===== src/rtl/river_pkg.sv =====
// Shared types and default dimensions for the river carry engine.
// RIVER_SUBPIXEL_EN (see river_carry_engine) changes how row_speed is interpreted.
package river_pkg;

    localparam int DEF_NUM_ROWS = 4;
    localparam int DEF_NUM_LOGS = 3;
    localparam int DEF_COORD_W  = 10;
    localparam int DEF_SPEED_W  = 4;
    localparam int DEF_SCREEN_W = 320;
    localparam int DEF_FROG_W   = 32;

    typedef enum logic [2:0] {
        IDLE,
        FIND_ROW,
        SCAN,
        APPLY,
        DONE
    } state_t;

    typedef enum logic {
        DIR_RIGHT = 1'b0,
        DIR_LEFT  = 1'b1
    } dir_t;

endpackage


===== src/rtl/river_log_hit.sv =====
// Combinational overlap test: is the frog centre inside one log's span?
// Arithmetic is one bit wider than a coordinate so the log end never wraps.
module river_log_hit
    import river_pkg::*;
#(
    parameter int COORD_W = DEF_COORD_W
) (
    input  logic [COORD_W:0]   frog_cx,
    input  logic [COORD_W-1:0] log_x,
    input  logic [COORD_W-1:0] log_len,
    input  logic               valid,
    output logic               hit
);

    logic [COORD_W:0] log_start;
    logic [COORD_W:0] log_end;

    assign log_start = {1'b0, log_x};
    assign log_end   = {1'b0, log_x} + {1'b0, log_len};
    assign hit       = valid && (log_start <= frog_cx) && (frog_cx < log_end);

endmodule


===== src/rtl/river_carry_engine.sv =====
// Per-frame frog/log resolver: finds the frog's river row, scans its logs one
// per cycle, then applies the row carry. Optional macro: RIVER_SUBPIXEL_EN.
module river_carry_engine
    import river_pkg::*;
#(
    parameter int NUM_ROWS = DEF_NUM_ROWS,
    parameter int NUM_LOGS = DEF_NUM_LOGS,
    parameter int COORD_W  = DEF_COORD_W,
    parameter int SPEED_W  = DEF_SPEED_W,
    parameter int SCREEN_W = DEF_SCREEN_W,
    parameter int FROG_W   = DEF_FROG_W
) (
    input  logic                                         clk,
    input  logic                                         reset,
    input  logic                                         frame_tick,
    input  logic [COORD_W-1:0]                           frog_x,
    input  logic [COORD_W-1:0]                           frog_y,
    input  logic [NUM_ROWS-1:0][COORD_W-1:0]             row_y,
    input  logic [NUM_ROWS-1:0][SPEED_W-1:0]             row_speed,
    input  logic [NUM_ROWS-1:0]                          row_dir,
    input  logic [NUM_ROWS-1:0][NUM_LOGS-1:0][COORD_W-1:0] log_x,
    input  logic [NUM_ROWS-1:0][NUM_LOGS-1:0][COORD_W-1:0] log_len,
    input  logic [NUM_ROWS-1:0][NUM_LOGS-1:0]            log_valid,
    output logic                                         busy,
    output logic                                         done,
    output logic [COORD_W-1:0]                           frog_x_new,
    output logic                                         frog_on_log,
    output logic                                         frog_in_water,
    output logic                                         frog_swept_off,
    output logic                                         overrun
);

    localparam int ROW_IW = (NUM_ROWS > 1) ? $clog2(NUM_ROWS) : 1;
    localparam int LOG_IW = (NUM_LOGS > 1) ? $clog2(NUM_LOGS) : 1;
    localparam int CW2    = COORD_W + 2;

    state_t              state, state_nxt;
    logic                start_q;
    logic [COORD_W-1:0]  fx_q, fy_q;
    logic [ROW_IW-1:0]   row_q;
    logic                row_hit_q;
    logic [LOG_IW-1:0]   log_k_q;
    logic                found_q;
    logic                accept;

    assign accept = frame_tick && !busy;

    // State register
    always_ff @(posedge clk or negedge reset) begin
        if (!reset) begin
            state <= IDLE;
        end else begin
            // NOTE: sequential state uses non-blocking assignment so every flop samples pre-edge values.
            state <= state_nxt;
        end
    end

    // Next-state logic; the tick is captured into start_q first, which gives
    // the fixed NUM_LOGS+3 latency from the sampling edge to done.
    always_comb begin
        // NOTE: a default before the case keeps every path assigned, so no latch is inferred.
        state_nxt = state;
        unique case (state)
            IDLE:     if (start_q) state_nxt = FIND_ROW;
            FIND_ROW: state_nxt = SCAN;
            SCAN:     if (log_k_q == LOG_IW'(NUM_LOGS - 1)) state_nxt = APPLY;
            APPLY:    state_nxt = DONE;
            DONE:     state_nxt = IDLE;
            default:  state_nxt = IDLE;
        endcase
    end

    // Output decode
    always_comb begin
        busy = start_q || (state != IDLE);
        done = (state == DONE);
    end

    // Lowest matching row wins: the loop walks downward so smaller r overrides.
    logic              row_match;
    logic [ROW_IW-1:0] row_sel;

    always_comb begin
        row_match = 1'b0;
        row_sel   = '0;
        for (int r = NUM_ROWS - 1; r >= 0; r--) begin
            if (row_y[r] == fy_q) begin
                row_match = 1'b1;
                row_sel   = ROW_IW'(r);
            end
        end
    end

    logic [COORD_W:0] frog_cx;
    logic             log_hit;

    assign frog_cx = {1'b0, fx_q} + (COORD_W + 1)'(FROG_W / 2);

    river_log_hit #(.COORD_W(COORD_W)) u_log_hit (
        .frog_cx (frog_cx),
        .log_x   (log_x[row_q][log_k_q]),
        .log_len (log_len[row_q][log_k_q]),
        .valid   (log_valid[row_q][log_k_q] && row_hit_q),
        .hit     (log_hit)
    );

    // Carry computation used in APPLY
    logic [SPEED_W-1:0] speed;
    dir_t               dir;
    logic [CW2-1:0]     step;
    logic [CW2-1:0]     fx_ext;
    logic [CW2-1:0]     right_sum;
    logic [COORD_W-1:0] x_nxt;
    logic               on_nxt, water_nxt, swept_nxt;

    assign speed  = row_speed[row_q];
    assign dir    = dir_t'(row_dir[row_q]);
    assign fx_ext = CW2'(fx_q);

`ifdef RIVER_SUBPIXEL_EN
    logic [3:0] acc_q;
    logic [4:0] frac_sum;

    assign frac_sum = {1'b0, acc_q} + {1'b0, speed[3:0]};
    assign step     = CW2'(speed >> 4) + CW2'(frac_sum[4]);

    always_ff @(posedge clk or negedge reset) begin
        if (!reset) begin
            acc_q <= '0;
        end else if (state == APPLY) begin
            acc_q <= (row_hit_q && found_q) ? frac_sum[3:0] : 4'd0;
        end
    end
`else
    assign step = CW2'(speed);
`endif

    assign right_sum = fx_ext + step;

    always_comb begin
        x_nxt     = fx_q;
        on_nxt    = 1'b0;
        water_nxt = 1'b0;
        swept_nxt = 1'b0;
        if (row_hit_q) begin
            if (!found_q) begin
                water_nxt = 1'b1;
            end else begin
                on_nxt = 1'b1;
                if (dir == DIR_RIGHT) begin
                    if (right_sum + CW2'(FROG_W) > CW2'(SCREEN_W)) begin
                        swept_nxt = 1'b1;
                        x_nxt     = COORD_W'(SCREEN_W - FROG_W);
                    end else begin
                        x_nxt = right_sum[COORD_W-1:0];
                    end
                end else begin
                    if (fx_ext < step) begin
                        swept_nxt = 1'b1;
                        x_nxt     = '0;
                    end else begin
                        x_nxt = COORD_W'(fx_ext - step);
                    end
                end
            end
        end
    end

    // Datapath registers
    always_ff @(posedge clk or negedge reset) begin
        if (!reset) begin
            start_q        <= 1'b0;
            fx_q           <= '0;
            fy_q           <= '0;
            row_q          <= '0;
            row_hit_q      <= 1'b0;
            log_k_q        <= '0;
            found_q        <= 1'b0;
            frog_x_new     <= '0;
            frog_on_log    <= 1'b0;
            frog_in_water  <= 1'b0;
            frog_swept_off <= 1'b0;
            overrun        <= 1'b0;
        end else begin
            start_q <= accept;
            if (accept) begin
                fx_q <= frog_x;
                fy_q <= frog_y;
            end
            if (frame_tick && busy) begin
                overrun <= 1'b1;
            end
            unique case (state)
                FIND_ROW: begin
                    row_q     <= row_sel;
                    row_hit_q <= row_match;
                    log_k_q   <= '0;
                    found_q   <= 1'b0;
                end
                SCAN: begin
                    if (log_hit) found_q <= 1'b1;
                    log_k_q <= log_k_q + 1'b1;
                end
                APPLY: begin
                    frog_x_new     <= x_nxt;
                    frog_on_log    <= on_nxt;
                    frog_in_water  <= water_nxt;
                    frog_swept_off <= swept_nxt;
                end
                default: ;
            endcase
        end
    end

endmodule


===== config.mk =====
export PLATFORM = sky130hd
export DESIGN_NAME = river_carry_engine
export DESIGN_NICKNAME = d
export VERILOG_FILES = /design/src/rtl/river_pkg.sv /design/src/rtl/river_log_hit.sv /design/src/rtl/river_carry_engine.sv
export SDC_FILE = /design/constraint.sdc
export NUM_CORES = 1
export LEC_CHECK = 0
export CORE_AREA = 2 2 136 138
export DETAILED_ROUTE_END_ITERATION = 12
export DIE_AREA = 0 0 138 140
export PLACE_DENSITY_LB_ADDON = 0.08
export SETUP_SLACK_MARGIN = 0.4
export SYNTH_ARGS = -nofsm -noshare
export SYNTH_HDL_FRONTEND = slang
export SYNTH_SLANG_ARGS = --single-unit

===== constraint.sdc =====
create_clock -name clk -period 5.7 [get_ports clk]
set_clock_uncertainty 0.2 [all_clocks]
set_input_delay 0.855 -clock clk [delete_from_list [all_inputs] [get_ports clk]]
set_output_delay 0.855 -clock clk [all_outputs]
set_load 0.01 [all_outputs]

==> results.sh <==
export IMPL_status="completed"
export IMPL_design_die_area_mm2=0.0193
export IMPL_wirelength_um=25700
export IMPL_leakagePower_nw=4.04
export IMPL_synth_area_mm2=0.00623
export IMPL_post_route_util_pct=56.7
export IMPL_crit_required_ns=5.73
export IMPL_post_cts_buffers=0
export IMPL_rows=49
export IMPL_clock_sinks=44
export IMPL_yosys_most_used_dff="dfrtp_1"
export IMPL_cts_tree="built"
export IMPL_ys_warn_count=0
export IMPL_fin_ws_ns=0.727
export IMPL_clk_path_buf_depth=2
export IMPL_final_nets=1359
export IMPL_overflow=0
export IMPL_start_util_pct=35.0
export IMPL_yosys_area_share_simple_pct=13.5
export IMPL_ios=351
export IMPL_ys_seq_area_share_pct=17.7
export IMPL_netlist_instances=660
export IMPL_dp_worst_setup_slack_ns=0.155
export IMPL_synth_fa_ha_area_share_pct=9.40
export IMPL_synth_area_leaders="mux4_2 24%, dfrtp_1 18%, ha_1 8.4%"
export IMPL_finalCriticalPeriod_ns=4.97
export IMPL_dpl_cell_area_mm2=0.00988
export IMPL_rsz0062_at_grt="false"
export IMPL_hold_violations=0
export IMPL_yosys_register_bits=44
export IMPL_synth_fp_nets=1040
export IMPL_cts_hold_buffers=0
export IMPL_drc=0
export IMPL_synthDistinctLibCells=74
export IMPL_fmax_mhz=201
export IMPL_gp_congestion=0.909
export IMPL_first_pass_iters=5
export IMPL_synth_largest_area_cell="mux4_2"
export IMPL_yosys_area_top_type_share_pct=24.2
export IMPL_finalSetupViolations=0
export IMPL_worst_ir_drop_vdd_uv=174
export IMPL_hpwl_um=22000
export IMPL_clkLatencyLatePin_ns=0.29
export IMPL_viasPerCell=5.42
export IMPL_drv_cap=0
export IMPL_grt_max_degree=48
export IMPL_vias=6554
export IMPL_crit_type="input pin to flop"
export IMPL_async_flop_share_pct=100
export IMPL_maxSlewViolCount=0
export IMPL_synth_compound_area_share_pct=17.0
export IMPL_synth_xor_area_share_pct=7.57
export IMPL_end_kind="flop"
export IMPL_period_share_pct=87.3
export IMPL_drive_above_1_share_pct=11.6
export IMPL_drtIter0Drc=479
export IMPL_port_buffers=350
export IMPL_synth_avg_cell_area_um2=9.44
export IMPL_ant_nets=0
export IMPL_startpoint_type="input pin"
export IMPL_cts_clk_slew_worst_paths_ns=0.07
export IMPL_wl_per_cell_um=21.2
export IMPL_grt_pass1_wl_um=39600
export IMPL_area_delta_synth_final_pct=61.8
export IMPL_grt_pass1_vias=7000
export IMPL_min_path_type="flop to flop"
export IMPL_synthMuxAreaShare_pct=28.1
export IMPL_powerDensity_mw_per_mm2=390
export IMPL_synth_edf_count=0
export IMPL_tightest_slew_ns=0.963
export IMPL_cts_resized=0
export IMPL_grt_antenna_before_repair=0
export IMPL_numCtsBuffers=5
export IMPL_grt_use_total_pct=26.0
export IMPL_crit_arrival_ns=5.00
export IMPL_root_buffer="clkbuf_16"
export IMPL_final_area_mm2=0.0101
export IMPL_die_h_um=140
export IMPL_core_area_mm2=0.0178
export IMPL_diodes=0
export IMPL_die_w_um=138
export IMPL_final_setup_tns_ns=0
export IMPL_htree_levels=2
export IMPL_synth_top_family_by_area="multiplexers"
export IMPL_worstPathMaxFanout=2
export IMPL_relSlewSlack_pct=35.8
export IMPL_power_mw=3.93
-- state kept, by name, summed over array words and instances (netlist names), 2 cells and up --
register / cells
fy_q: 10
log_k_q: 2
fx_q: 10
row_q: 2
frog_x_new: 10
state: 3
-- cells in the mapped netlist (3+ instances only) --
cell type,instances
nor2_1,17
buf_2,6
and2_1,3
xnor2_1,24
ha_1,42
or2_2,4
mux4_2,67
o21ai_0,35
clkbuf_1,27
xor2_1,28
inv_1,51
a22o_1,3
o21bai_1,6
buf_1,9
o22ai_1,21
nand3_1,19
nand4_1,6
a211oi_1,8
dfrtp_1,44
a21o_1,11
a21oi_1,25
a31oi_1,7
nand2b_1,5
nor2b_1,6
clkbuf_8,4
nor3_1,13
nor4_1,6
o21a_1,6
and3_2,3
fa_1,3
nand2_1,78
mux2i_1,23
-- metrics by stage --
step,hold slack (ns),instances
2_1_floorplan,0.255,660
3_3_place_gp,0.250,1201
3_5_place_dp,0.266,1201
4_1_cts,0.285,1209
5_1_grt,0.305,1209
6_report,0.277,1209
-- kinds of logic (layout without fill, tap and decap cells) --
logic type,count (synthesis),after routing
DFF,44,44
xor gates and xnor gates,53,53
AOI/OAI and AO/OA,154,154
and+or+nand+nor,175,175
adders and majority gates,45,45
buffers and inverters,98,418
muxes,91,91
-- metal layers --
layer / track usage (%) / vias up / wire (µm)
met1: 34.5 / 3113 / 10600
met3: 4.89 / 30 / 1880
li1: - / 3115 / -
met5: 0 / - / 0
met4: 4.94 / 0 / 449
met2: 44.8 / 296 / 12800
-- final timing paths --
check	from	cells past startpoint	to	slack [ns]
max	log_x[110]	20	found_q	0.73
min	overrun	1	overrun	0.28
max reg2reg	row_q[0]	18	found_q	0.97
min reg2reg	overrun	1	overrun	0.28
max in group asynchronous	reset	1	row_q[0]	4.08
min in group asynchronous	reset	1	fy_q[2]	0.52
-- critical path, cell delays in order --
cell and delay [ns]:
clkdlybuf4s50_1 0.40, mux4_2 0.46, mux2i_1 0.20, o22a_1 0.20, inv_1 0.05, ha_1 0.21, fa_1 0.41, a21o_1 0.19
a21oi_2 0.17, o21bai_1 0.11, a21oi_2 0.18, o21bai_1 0.09, a21oi_2 0.17, nor2_1 0.08, a211oi_2 0.20, ha_1 0.28
a2111oi_2 0.36, nand2_1 0.07, o21ai_0 0.17, o21a_1 0.14
-- placed cells by master (no fill, tap or decap), types with 3 or more instances in the layout --
cell             Yosys  final
a21oi_2              1      4
inv_1               51     51
nor3_1              13     13
a21oi_1             25     22
a22o_1               3      3
o21bai_1             6      6
nand2b_1             5      5
mux2i_1             23     23
nor4_1               6      6
nor2_1              17     17
nand2_1             78     78
clkdlybuf4s50_1      0    349
o21ai_0             35     35
xor2_1              28     28
o22ai_1             21     21
buf_4                0      6
fa_1                 3      3
mux4_2              67     67
a211oi_1             8      7
clkbuf_16            0      5
and2_1               3      3
xnor2_1             24     24
nand4_1              6      6
nor2b_1              6      6
or2_2                4      4
a31oi_1              7      7
o21a_1               6      6
and3_2               3      3
dfrtp_1             44     42
ha_1                42     42
nand3_1             19     19
a21o_1              11     11
-- final cells by class --
type,instances,area (µm²)
well taps,229,287
flip-flops and latches,44,1110
inverters,52,195
fillers,1595,7700
clock buffers,5,125
clock inverters,3,46.3
repair buffers,358,3580
multi-input cells,518,4730
-- power by group --
group          total [mW]  switching (mW)  internal, mW
combinational        2.92            1.51          1.41
clock               0.335           0.127         0.208
sequential          0.673           0.227         0.447
No activity file was read; power rests on OpenSTA's default activity.
